File: src/rtl/rv_wb_pkg.sv
// Shared types for the writeback / register-file write path.
//   rf_idx_t  : architectural register index (x0..x31)
//   rf_data_t : register data word
//   wb_req_t  : one pending write (destination + data)
package rv_wb_pkg;

  typedef logic [4:0]  rf_idx_t;
  typedef logic [31:0] rf_data_t;

  typedef struct packed {
    rf_idx_t  rd;
    rf_data_t data;
  } wb_req_t;

  localparam rf_idx_t RF_X0 = 5'd0;

  // One-hot scoreboard bit for a destination register.
  function automatic logic [31:0] rd_onehot(input rf_idx_t rd);
    return 32'd1 << rd;
  endfunction

endpackage

File: src/rtl/rv_rr_arbiter.sv
// Generic N-way round-robin arbiter with a registered rotating pointer.
// Ports:
//   i_clk       clock, rising edge
//   i_reset     synchronous active-high reset (pointer back to 0)
//   i_req       request vector, one bit per requester
//   i_en        grant enable; when 0 nothing is granted and the pointer holds
//   o_gnt       one-hot grant (combinational)
//   o_gnt_idx   index of the granted requester
//   o_gnt_any   a grant was issued this cycle
module rv_rr_arbiter #(
  parameter int N     = 2,
  parameter int IDX_W = (N > 1) ? $clog2(N) : 1
) (
  input  logic             i_clk,
  input  logic             i_reset,
  input  logic [N-1:0]     i_req,
  input  logic             i_en,
  output logic [N-1:0]     o_gnt,
  output logic [IDX_W-1:0] o_gnt_idx,
  output logic             o_gnt_any
);

  logic [IDX_W-1:0] ptr;

  // Search starts at the pointer and wraps; first valid requester wins.
  always_comb begin
    o_gnt     = '0;
    o_gnt_idx = '0;
    o_gnt_any = 1'b0;
    for (int off = 0; off < N; off++) begin
      if (!o_gnt_any && i_en && i_req[(int'(ptr) + off) % N]) begin
        o_gnt_any                      = 1'b1;
        o_gnt[(int'(ptr) + off) % N]   = 1'b1;
        o_gnt_idx                      = IDX_W'((int'(ptr) + off) % N);
      end
    end
  end

  always_ff @(posedge i_clk) begin
    if (i_reset) begin
      ptr <= '0;
    end else if (o_gnt_any) begin
      ptr <= IDX_W'((int'(o_gnt_idx) + 1) % N);
    end
  end

endmodule

File: src/rtl/rv_wb_arbiter.sv
// Writeback arbiter owning the single register-file write port.
// The in-order pipeline has fixed priority; NUM_REQ long-latency units share
// the leftover slots round-robin via valid/ready. A starvation counter forces
// one-cycle pipeline holds, and a scoreboard tracks pending async destinations.
// Ports:
//   i_clk, i_reset                 clock, synchronous active-high reset
//   i_pipe_we/rd/data              pipeline writeback request
//   o_pipe_hold                    registered; pipeline write suppressed this cycle
//   i_req_valid/rd/data            packed async requests (unit i at slice i)
//   o_req_ready                    combinational one-hot grant
//   i_issue_valid/rd               async op dispatch (sets scoreboard bit)
//   o_busy_mask                    registered pending-destination scoreboard
//   o_rf_we/rd/data                registered register-file write port
module rv_wb_arbiter
  import rv_wb_pkg::*;
#(
  parameter int NUM_REQ      = 2,
  parameter int STARVE_LIMIT = 8
) (
  input  logic                  i_clk,
  input  logic                  i_reset,
  input  logic                  i_pipe_we,
  input  logic [4:0]            i_pipe_rd,
  input  logic [31:0]           i_pipe_data,
  output logic                  o_pipe_hold,
  input  logic [NUM_REQ-1:0]    i_req_valid,
  input  logic [5*NUM_REQ-1:0]  i_req_rd,
  input  logic [32*NUM_REQ-1:0] i_req_data,
  output logic [NUM_REQ-1:0]    o_req_ready,
  input  logic                  i_issue_valid,
  input  logic [4:0]            i_issue_rd,
  output logic [31:0]           o_busy_mask,
  output logic                  o_rf_we,
  output logic [4:0]            o_rf_rd,
  output logic [31:0]           o_rf_data
);

  localparam int        IDX_W = (NUM_REQ > 1) ? $clog2(NUM_REQ) : 1;
  localparam logic [7:0] LIMIT = 8'(STARVE_LIMIT);

  logic             pipe_write;
  logic             arb_en;
  logic [NUM_REQ-1:0] gnt;
  logic [IDX_W-1:0] gnt_idx;
  logic             gnt_any;
  wb_req_t          reqs [NUM_REQ];
  wb_req_t          win;
  logic [7:0]       starve_cnt;
  logic             any_valid;
  logic [31:0]      mask_next;

  // A pipeline write to x0 is not a real write and leaves the slot free.
  assign pipe_write = i_pipe_we && (i_pipe_rd != RF_X0) && !o_pipe_hold;
  assign arb_en     = !i_reset && !pipe_write;
  assign any_valid  = |i_req_valid;

  always_comb begin
    for (int i = 0; i < NUM_REQ; i++) begin
      reqs[i].rd   = i_req_rd[5*i +: 5];
      reqs[i].data = i_req_data[32*i +: 32];
    end
  end

  assign win = reqs[gnt_idx];

  rv_rr_arbiter #(
    .N     (NUM_REQ),
    .IDX_W (IDX_W)
  ) u_rr (
    .i_clk     (i_clk),
    .i_reset   (i_reset),
    .i_req     (i_req_valid),
    .i_en      (arb_en),
    .o_gnt     (gnt),
    .o_gnt_idx (gnt_idx),
    .o_gnt_any (gnt_any)
  );

  assign o_req_ready = gnt;

  // Write port: rd/data only move on a real write, so idle cycles and x0
  // grants leave the last written index/data visible.
  always_ff @(posedge i_clk) begin
    if (i_reset) begin
      o_rf_we   <= 1'b0;
      o_rf_rd   <= '0;
      o_rf_data <= '0;
    end else if (pipe_write) begin
      o_rf_we   <= 1'b1;
      o_rf_rd   <= i_pipe_rd;
      o_rf_data <= i_pipe_data;
    end else if (gnt_any && (win.rd != RF_X0)) begin
      o_rf_we   <= 1'b1;
      o_rf_rd   <= win.rd;
      o_rf_data <= win.data;
    end else begin
      o_rf_we   <= 1'b0;
    end
  end

  // Starvation: the counter saturates at LIMIT; sitting at LIMIT schedules a
  // single hold cycle and clears the counter, so holds cannot be back to back.
  always_ff @(posedge i_clk) begin
    if (i_reset) begin
      starve_cnt  <= '0;
      o_pipe_hold <= 1'b0;
    end else begin
      o_pipe_hold <= (starve_cnt == LIMIT) && !o_pipe_hold;
      if (gnt_any || (starve_cnt == LIMIT)) begin
        starve_cnt <= '0;
      end else if (any_valid) begin
        starve_cnt <= starve_cnt + 8'd1;
      end
    end
  end

  // Scoreboard: clear on async grant, then set on issue so set wins.
  always_comb begin
    mask_next = o_busy_mask;
    if (gnt_any && (win.rd != RF_X0)) begin
      mask_next = mask_next & ~rd_onehot(win.rd);
    end
    if (i_issue_valid && (i_issue_rd != RF_X0)) begin
      mask_next = mask_next | rd_onehot(i_issue_rd);
    end
    mask_next[0] = 1'b0;
  end

  always_ff @(posedge i_clk) begin
    if (i_reset) begin
      o_busy_mask <= '0;
    end else begin
      o_busy_mask <= mask_next;
    end
  end

endmodule

File: config.mk
export PLATFORM = sky130hd
export DESIGN_NAME = rv_wb_arbiter
export DESIGN_NICKNAME = d
export VERILOG_FILES = /design/src/rtl/rv_wb_pkg.sv /design/src/rtl/rv_rr_arbiter.sv /design/src/rtl/rv_wb_arbiter.sv
export SDC_FILE = /design/constraint.sdc
export NUM_CORES = 1
export LEC_CHECK = 0
export ABC_AREA = 0
export CAP_MARGIN = 10
export CELL_PAD_IN_SITES_DETAIL_PLACEMENT = 1
export CELL_PAD_IN_SITES_GLOBAL_PLACEMENT = 2
export CORE_ASPECT_RATIO = 1.1
export CORE_MARGIN = 10
export CORE_UTILIZATION = 33
export DETAILED_ROUTE_END_ITERATION = 16
export DONT_BUFFER_PORTS = 1
export PLACE_DENSITY = 0.78
export SETUP_SLACK_MARGIN = 0.5
export SYNTH_ARGS = -nofsm -noshare
export SYNTH_HDL_FRONTEND = slang
export SYNTH_SLANG_ARGS = --single-unit
export TNS_END_PERCENT = 10
File: constraint.sdc
create_clock -name i_clk -period 2.12 [get_ports i_clk]
set_input_delay 0.212 -clock i_clk [delete_from_list [all_inputs] [get_ports i_clk]]
set_output_delay 0.212 -clock i_clk [all_outputs]
set_load 0.01 [all_outputs]
==> flow_results.org, run 1 <==
** Synth
- Each instance of the synthesized netlist takes up on average 7.87 um2.
- Synth warnings :: 0
- The synthesized netlist occupies a cell area of 4470 um2.
- dfxtp_1 takes more of the synthesized area than any other cell.
- Synthesis handed over a netlist of 568 instances.
- The share of the Yosys chip area taken by registers is 0.354.
- The synthesized design contains 79 register bits.
- Count of different cell masters after synthesis :: 57
- Yosys top cell area share :: 0.354
- After synthesis, the cell types taking the most area are dfxtp_1, nand2_1, and4_1, a31o_1, a31oi_1.
- Synth Net Count :: 692

** Timing
- Final worst path period need :: 1.88 ns
- At the pin with the least slew margin, the transition time is 0.711 ns.
- Setup skew after layout :: 0.00919 ns
- Period utilisation layout :: 0.887
- Setup violations remaining at the end of the flow were counted as 0.
- Setup repair after global routing could not meet its margin everywhere.
- Final-layout setup total negative slack :: 0 ns
- Worst slew slack as a fraction of its limit :: 0.526
- The total count of max-transition violations in the final report was 0.
- The total count of hold-check failures in the final report was 0.
- Derived from the worst setup path, the maximum achievable clock frequency is 532 MHz.

** Clock network
- Worst-skew pair later-pin latency :: 0.35 ns
- After clock tree synthesis, the clock-pin slew on the worst setup and hold paths is 0.06 ns.
- H-tree depth reported by CTS :: 3
- TritonCTS built the clock tree.
- Number of buffers created by CTS :: 9
- Sinks on Clock Net :: 79
- The longest clock path from root to sink contains 2 buffers.
- In this run the clock root is driven by a clkbuf_16.

** Route
- Number of search-and-repair iterations in the first detailed-routing pass :: 4
- Aggregate routed wire length :: 16.8 mm
- The count of nets left with antenna violations once routing finished came out at 0.
- Post-DR vias/cell :: 5.94
- The detailed router placed 4,313 vias in this run.
- Initial DRC count :: 203
- Wire length per cell :: 23.2 um
- For this run, design rule violations remaining after detail routing come to 0.

** Worst setup path
- Broken down by cell family, the worst path's largest delay share belongs to compound AO/OA/AOI/OAI gates.
- Endpoint arrival time on the critical path :: 2.11 ns
- Along the worst path, the maximum fanout reaches 26.
- CP Class :: flop to flop
- Crit. End Element :: flop
- STA classifies the critical path startpoint as a flop.
- Count of buffer and inverter cells on the critical path :: 1
- Reg-to-reg startpoint :: o_pipe_hold
- Required time of the critical path :: 2.35 ns
- Cell with the largest stage delay on the worst path :: dfxtp_2
- Worst-path cell chain :: nand2b_4 > a22o_4 > a21boi_4 > o211ai_4 > buf_12 > and4_1 > a31o_2
- Delay of the slowest cell on the worst path :: 0.35 ns
- Worst setup path start :: o_pipe_hold

** Power
- Proportion of power drawn by the clock network :: 0.428
- Total power draw :: 0.00393 W
- Total power divided by cell area :: 754 nW/um2
- Lkg Pwr :: 1.88 nW
- The internal portion of the total power is 0.00285 W.
- The share of total power dissipated in combinational logic is 0.146.
- Switching part of the total :: 0.276
- Power dissipated by switching net loads :: 0.00108 W
- The share of total power dissipated in sequential elements is 0.426.
- Across the VDD grid, the largest voltage drop is 364 uV.

** Finish
- Filler cell count in the final layout :: 1,573
- Antenna diode count :: 0
- Layout cells sized above 1 :: 0.165
- Non-Filler Cell Area, Final :: 5210 um2
- Synth-to-Final Area Change :: 16.6%
- In the final design database the tool counted 684 nets.

** Hold path
- The worst hold path begins at i_pipe_rd[3].
- Class of the most critical hold timing path :: input port to flop

** Die
- Die X-Extent :: 131 um
- The initialized floorplan defines 44 standard-cell rows.
- Measured along the y axis, the die boundary spans 142 um.
- After floorplanning, the core was sized to cover 13,200 um2.
- The die covers 18,600 um2.
- Boundary pin count :: 195
- Effective utilization at floorplan :: 0.338

** Placement
- Placer congestion estimate :: 0.791
- Post-detail-place hpwl :: 12.6 mm
- Port buffering added 0 buffers.
- After detailed placement, the total cell area comes to 4670 um2.

** Run status
- The flow ran to the end, and the final reports show no timing, DRC or antenna violations.

** Global route
- Global-route wire length before repair :: 25.0 mm
- After global routing the overflow that remains totals 0.
- Entering global routing, the biggest net connects 73 pins.
- The number of global-route vias before repair was 4,473.
- Global-route usage over all layers :: 0.172
- The number of antenna violations at the first check in global routing is 0.

** Run
- Max-capacitance violation count :: 0
[timing repair]
item | CTS | global route
hold endpoints to repair | 32 | 0
hold buffers | 1 | 0
setup buffers | 5 | 3
pin swaps | 6 | 3
endpoints found under the setup margin | 80 | 80
gates resized for setup | 18 | 9
[metrics by stage]
| stage | hold WS [ns] | worst slack (ns) | cells | utilization |
|---|---|---|---|---|
| after floorplan | 0.367 | 0.451 | 568 | - |
| after global placement | 0.290 | 0.149 | 701 | 0.354 |
| after detailed placement | 0.288 | 0.0982 | 701 | 0.354 |
| after CTS | 0.0311 | 0.257 | 723 | 0.389 |
| after global routing | 0.0548 | 0.166 | 726 | 0.394 |
| final | 0.0414 | 0.240 | 726 | 0.394 |
[synthesized netlist by cell type, drive strengths merged]
cell type  number
nand3b          3
o31ai           9
o22a            1
a21oi          37
a311oi         14
o2111ai         2
o32ai           3
clkbuf         24
a211oi          7
and2            3
a32o            1
a22o            1
nor2b           8
a21boi          1
nor4            1
a21o            1
a22oi           1
o21ai           5
dfxtp          79
nand4           2
nand2         111
mux2            2
nor4b           1
inv             6
nand3           5
mux2i           6
nor3b           2
or2             1
or3             2
or4b            1
and3            2
nor3            8
nor2           61
a31o           36
nand4b          2
buf            26
xnor2           2
conb            1
o211ai          1
nand2b          8
ha              2
and4           36
a31oi          38
xor2            5
[placed cells by master (no fill, tap or decap), types with 6 or more instances in the layout]
| master | count |
|---|---|
| a21oi_1 | 36 |
| a311oi_1 | 14 |
| a31o_1 | 30 |
| a31o_2 | 6 |
| a31oi_1 | 38 |
| and4_1 | 36 |
| buf_4 | 28 |
| clkbuf_16 | 9 |
| dfxtp_1 | 78 |
| nand2_1 | 106 |
| nor2_1 | 58 |
| nor2b_1 | 8 |
| nor3_1 | 6 |
[power groups by stage]
stage / combinational, W / clock [W] / sequential, W
after detailed placement: 0.000528 / 0 / 0.00171
after global routing: 0.000639 / 0.00179 / 0.00168
final: 0.000574 / 0.00168 / 0.00167
after CTS: 0.000569 / 0.00172 / 0.00168
after global placement: 0.000503 / 0 / 0.00171
after floorplan: 0.000437 / 0 / 0.00167
[state kept, by name, indices dropped and copies added (netlist names)]
name         count
starve_cnt       8
o_rf_data       32
u_rr.ptr         1
o_rf_we          1
o_pipe_hold      1
o_busy_mask     31
o_rf_rd          5
[logic make-up after synthesis]
logic type	synth area share
AOI/OAI and AO/OA	0.257
xor gates and xnor gates	0.0137
adders and majority gates	0.00560
buffers and inverters	0.0585
DFF	0.354
muxes	0.0213
other	0.000839
and+or+nand+nor	0.290
[worst reg2reg max path: stages, from the launching register on]
cell and delay, ns:
dfxtp_2 0.35, nand2b_4 0.17, a22o_4 0.34, a21boi_4 0.19
o211ai_4 0.14, buf_12 0.19, and4_1 0.18, a31o_2 0.21
[final cells by class]
| type | count | area [um2] | share of cell area |
|---|---|---|---|
| inverters | 6 | 22.5 | 0.00432 |
| clock buffers | 10 | 229 | 0.0439 |
| clock inverters | 6 | 93.8 | 0.0180 |
| well taps | 161 | 201 | 0.0387 |
| multi-input cells | 433 | 2810 | 0.539 |
| flip-flops and latches | 79 | 1580 | 0.304 |
| repair buffers | 31 | 270 | 0.0519 |
[final timing paths]
| check | to | slack [ns] | depth (start not counted) |
|---|---|---|---|
| setup / recovery | o_rf_data[3] | 0.24 | 7 |
| hold / removal | o_rf_rd[3] | 0.04 | 2 |
| setup reg to reg | o_rf_data[3] | 0.24 | 7 |
| hold reg to reg | o_pipe_hold | 0.48 | 1 |
[routing by layer]
metal | track usage | routed length (um)
met5 | 0 | 0
met4 | 0.0451 | 202
met3 | 0.0827 | 1960
met2 | 0.306 | 8500
met1 | 0.176 | 6180
No activity file was read; power rests on OpenSTA's default activity.
==> run 2, diff against run 1 <==
--- a/config.mk
+++ b/config.mk
@@ -5,17 +5,19 @@
 export SDC_FILE = /design/constraint.sdc
 export NUM_CORES = 1
 export LEC_CHECK = 0
-export ABC_AREA = 0
+export ABC_AREA = 1
 export CAP_MARGIN = 10
 export CELL_PAD_IN_SITES_DETAIL_PLACEMENT = 1
 export CELL_PAD_IN_SITES_GLOBAL_PLACEMENT = 2
 export CORE_ASPECT_RATIO = 1.1
 export CORE_MARGIN = 10
-export CORE_UTILIZATION = 33
+export CORE_UTILIZATION = 32
+export CTS_CLUSTER_DIAMETER = 50
 export DETAILED_ROUTE_END_ITERATION = 16
 export DONT_BUFFER_PORTS = 1
-export PLACE_DENSITY = 0.78
+export PLACE_DENSITY = 0.81
 export SETUP_SLACK_MARGIN = 0.5
+export SKIP_LAST_GASP = 1
 export SYNTH_ARGS = -nofsm -noshare
 export SYNTH_HDL_FRONTEND = slang
 export SYNTH_SLANG_ARGS = --single-unit
==> flow_results.org, run 2 <==
** Power
- The worst IR drop on VDD is 400 uV (+10%).
- The areal power density over the cells was 767 nW/um2 (+1.8%).
- The total design power was 0.00399 W (+1.6%).
- The leakage power was 2.01 nW (+6.7%).

** Timing
- Setup repair after global routing missed its margin :: yes
- The time the worst path needs with I/O delays and setup came to 2.05 ns (+0.172 ns).
- Maximum clock frequency :: 488 MHz (-8.4%)
- Setup skew after layout :: 0.00730 ns (-0.00189 ns)
- The total count of max-transition violations in the final report was 0 (unchanged).
- Period utilisation layout :: 0.968 (+0.0809)
- Final hold violation count :: 0 (unchanged)
- The actual slew at the worst max-slew pin came to 1.05 ns (+0.335 ns).
- The setup-violating endpoint count in the final report is 0 (unchanged).
- Minimum hold slack :: 0.0353 ns (-0.00612 ns)
- Worst slew slack as a fraction of its limit :: 0.300 (-0.225)

** Route
- The detailed-route DRC error count came to 0 (unchanged).
- The number of design-rule violations left by the first detailed-router iteration is 154 (-24%).
- Wire length per cell :: 21.0 um (-9.3%)
- Post-DRT Antenna Nets :: 0 (unchanged)
- The detailed-route wire length is 17.4 mm (+3.6%).
- Routed vias :: 4,497 (+4.3%)
- Post-DR vias/cell :: 5.42 (-8.7%)
- The number of iterations in the first detailed-routing pass was 6 (+2).

** Run status
- The flow ran to the end, and the final reports show no timing, DRC or antenna violations.

** Placement
- Number of placed instances, taps included :: 795 (+13%)
- Post-detail-place hpwl :: 13.1 mm (+4.5%)
- The weighted congestion at the end of routability-driven global placement was 0.881 (+11%).
- The placed standard-cell area was 4510 um2 (-3.5%).
- Buffers added on ports :: 0 (unchanged)

** Worst setup path
- The data required time at the worst endpoint was 2.35 ns (about the same).
- CP Class :: flop to flop
- Endpoint arrival time on the critical path :: 2.28 ns (+0.17 ns)
- The biggest fanout along the worst timing path was 7 (-73%).
- CP startpoint kind :: flop
- STA classifies the critical path endpoint as a flop.

** Global route
- Global route overflow :: 0 (unchanged)
- Pin count of the biggest net entering global routing :: 49 (-33%)
- Global-route wire length before repair :: 26.3 mm (+5.4%)
- Global-route usage over all layers :: 0.184 (+0.0117)
- The number of global-route vias before repair came to 4,618 (+3.2%).
- The number of antenna violations at the first check in global routing came to 1 (+1).

** Synth
- The top cell type's share of synthesized area is 0.376 (+0.0223).
- Synthesis-stage register bit count :: 79 (unchanged)
- Synth top area cells :: dfxtp_1, nand3_1, nor2_1, nand2_1, a31oi_1
- Of all cell types, the one taking the most synthesized area is dfxtp_1.
- The cell area after synthesis was 4210 um2 (-5.9%).
- The parity-gate share of the synthesized area counting xor and xnor cells is 0.00417 (-0.00955).
- Cell with the most instances after synthesis :: nor2_1
- The total of warnings raised by yosys was 0 (unchanged).
- Share of synthesized cell area in and, or, nand and nor gates :: 0.382 (+0.0921)
- Ranking of synthesized cells by instance count :: nor2_1, nand3_1, nand2_1, dfxtp_1
- The portion of the post-synthesis area used by sequential elements is 0.376 (+0.0223).
- Count of flip-flops with a built-in enable after synthesis :: 0 (unchanged)
- Count of different cell masters after synthesis :: 29 (-49%)
- The multiplexer share of the synthesized area came to 0 (-0.0213).
- Compound-gate portion of the synthesized area :: 0.144 (-0.113)
- Number of cells produced by synthesis :: 645 (+14%)
- Synth Net Count :: 769 (+11%)
- The share of async-settable or async-resettable flops after synthesis was 0 (unchanged).
- Adder-cell share of the synthesized area :: 0.00595 (+0.000353)
- The mean post-synth cell area was 6.52 um2 (-17%).
- Primary flip-flop cell chosen by synthesis mapping :: dfxtp_1
- Dominant combinational cell family by area after synthesis :: simple AND/OR/NAND/NOR gates

** Finish
- The largest registers in the layout are o_rf_data x32, o_busy_mask x31, starve_cnt x8.
- Non-Filler Cell Area, Final :: 5200 um2 (-0.14%)
- Compared with the post-synthesis result, the final layout area differs by 23.7%.
- The library cell used most frequently in the layout, excluding fill and tap cells, is nor2_1.
- The register with the most flip-flops in the final layout is o_rf_data.
- Final nets :: 790 (+15%)
- The fill cell total of the finished layout came to 1,610 (+2.4%).
- The flip-flop count of the largest register, all copies and words added came to 32 (unchanged).
- The library cells used most frequently in the layout, excluding fill and tap cells, are nor2_1, nand3_1, nand2_1.
- The filler-free cell count of the finished design came to 829 (+14%).
- The share of layout cells above drive strength 1 was 0.182 (+0.0172).

** Die
- The overall die height came to 140 um (-1.3%).
- Die X-Extent :: 129 um (-1.3%)
- The number of rows in the core area is 43 (-2.3%).
- Effective utilization at floorplan :: 0.330 (-0.00855)
- Die Footprint :: 18,100 um2 (-2.6%)
- Boundary pin count :: 195 (unchanged)
- Core footprint :: 12,800 um2 (-3.5%)

** Clock network
- The number of buffers between clock root and the deepest sink is 2 (unchanged).
- The source-to-sink clock delay at the later pin of the worst-skew pair was 0.34 ns (about the same).
- The clock edge transition at the registers on the reported setup and hold paths was 0.07 ns (about the same).
- Sinks on Clock Net :: 79 (unchanged)
- TritonCTS built the clock tree.
- The root buffer cell chosen for the clock tree is clkbuf_16.
- H-tree depth reported by CTS :: 3 (unchanged)
- Number of buffers created by CTS :: 9 (unchanged)

** Hold path
- Class of the most critical hold timing path :: input port to flop

** Run
- Max-capacitance violation count :: 0 (unchanged)
## run 2: cell count changes after synthesis, sizes merged, moves of 23 or more
cell	delta
o21ai	+41
and4	-36
a31o	-36
nor2	+85
nand3	+106
inv	+23
## run 2: worst paths after layout
check                           cells after the start              end           start  slack, ns
worst max-delay path                               12  o_busy_mask[19]        u_rr.ptr       0.07
worst min-delay path                                2  o_busy_mask[17]   i_issue_rd[4]       0.04
worst max register to register                     12  o_busy_mask[19]        u_rr.ptr       0.07
worst min register to register                      2   o_busy_mask[5]  o_busy_mask[5]       0.51
## run 2: timing repair
action | in CTS | in global routing
pin swaps | 9 | 11
hold buffers | 1 | 0
buffers inserted | 9 | 6
gates cloned | 1 | 0
resized for setup | 41 | 26
hold endpoints to repair | 33 | 0
endpoints found under the setup margin | 79 | 79
## run 2: cells by family (layout without fill, tap and decap cells)
| logic type | count (synthesis) | in the layout |
|---|---|---|
| buffers and inverters | 77 | 103 |
| AO/OA/AOI/OAI | 112 | 112 |
| flip-flops | 79 | 79 |
| AND/OR/NAND/NOR | 372 | 372 |
| other | 1 | 2 |
| adder cells (fa/ha/maj) | 2 | 2 |
| XOR/XNOR | 2 | 2 |
## run 2: stage by stage
step / TNS (ns) / setup WS [ns] / utilization
final: 0 / 0.0689 / 0.408
after global routing: -0.114 / -0.0209 / 0.408
after CTS: 0 / 0.202 / 0.398
after detailed placement: 0 / 0.0611 / 0.354
after global placement: 0 / 0.0815 / 0.354
after floorplan: 0 / 0.327 / -
## run 2: area by class of cell
| type | count | area [um2] | area share |
|---|---|---|---|
| diodes | 1 | 2.50 | 0.000481 |
| clock buffers | 9 | 225 | 0.0433 |
| clock inverters | 7 | 87.6 | 0.0168 |
| inverters | 31 | 128 | 0.0245 |
| multi-input cells | 489 | 2450 | 0.470 |
| flip-flops and latches | 79 | 1580 | 0.304 |
| well taps | 157 | 196 | 0.0377 |
| repair buffers | 56 | 534 | 0.103 |
## run 2: per-layer routing
metal | routed length [um] | track usage
met5 | 0 | 0
met4 | 435 | 0.0617
met3 | 1690 | 0.0698
met2 | 9170 | 0.338
met1 | 6150 | 0.184
## run 2: report_power, final
group,total (W),switching [W],leakage [nW],internal (W)
clock network,0.00164,0.000696,0.154,0.000942
registers,0.00169,0.000115,0.649,0.00157
logic,0.000668,0.000406,1.20,0.000262
total,0.00399,0.00122,2.01,0.00278
## run 2: worst max-delay path, stage by stage (launching register included)
cell and delay (ns):
dfxtp_2 0.34, nor3_4 0.26, nand3_4 0.17, nand2_8 0.13
buf_6 0.13, buf_4 0.11, nand2_1 0.04, nand2_1 0.13
nand3_1 0.19, nor2_4 0.16, nand3_1 0.14, nand2_1 0.09
a21oi_1 0.05
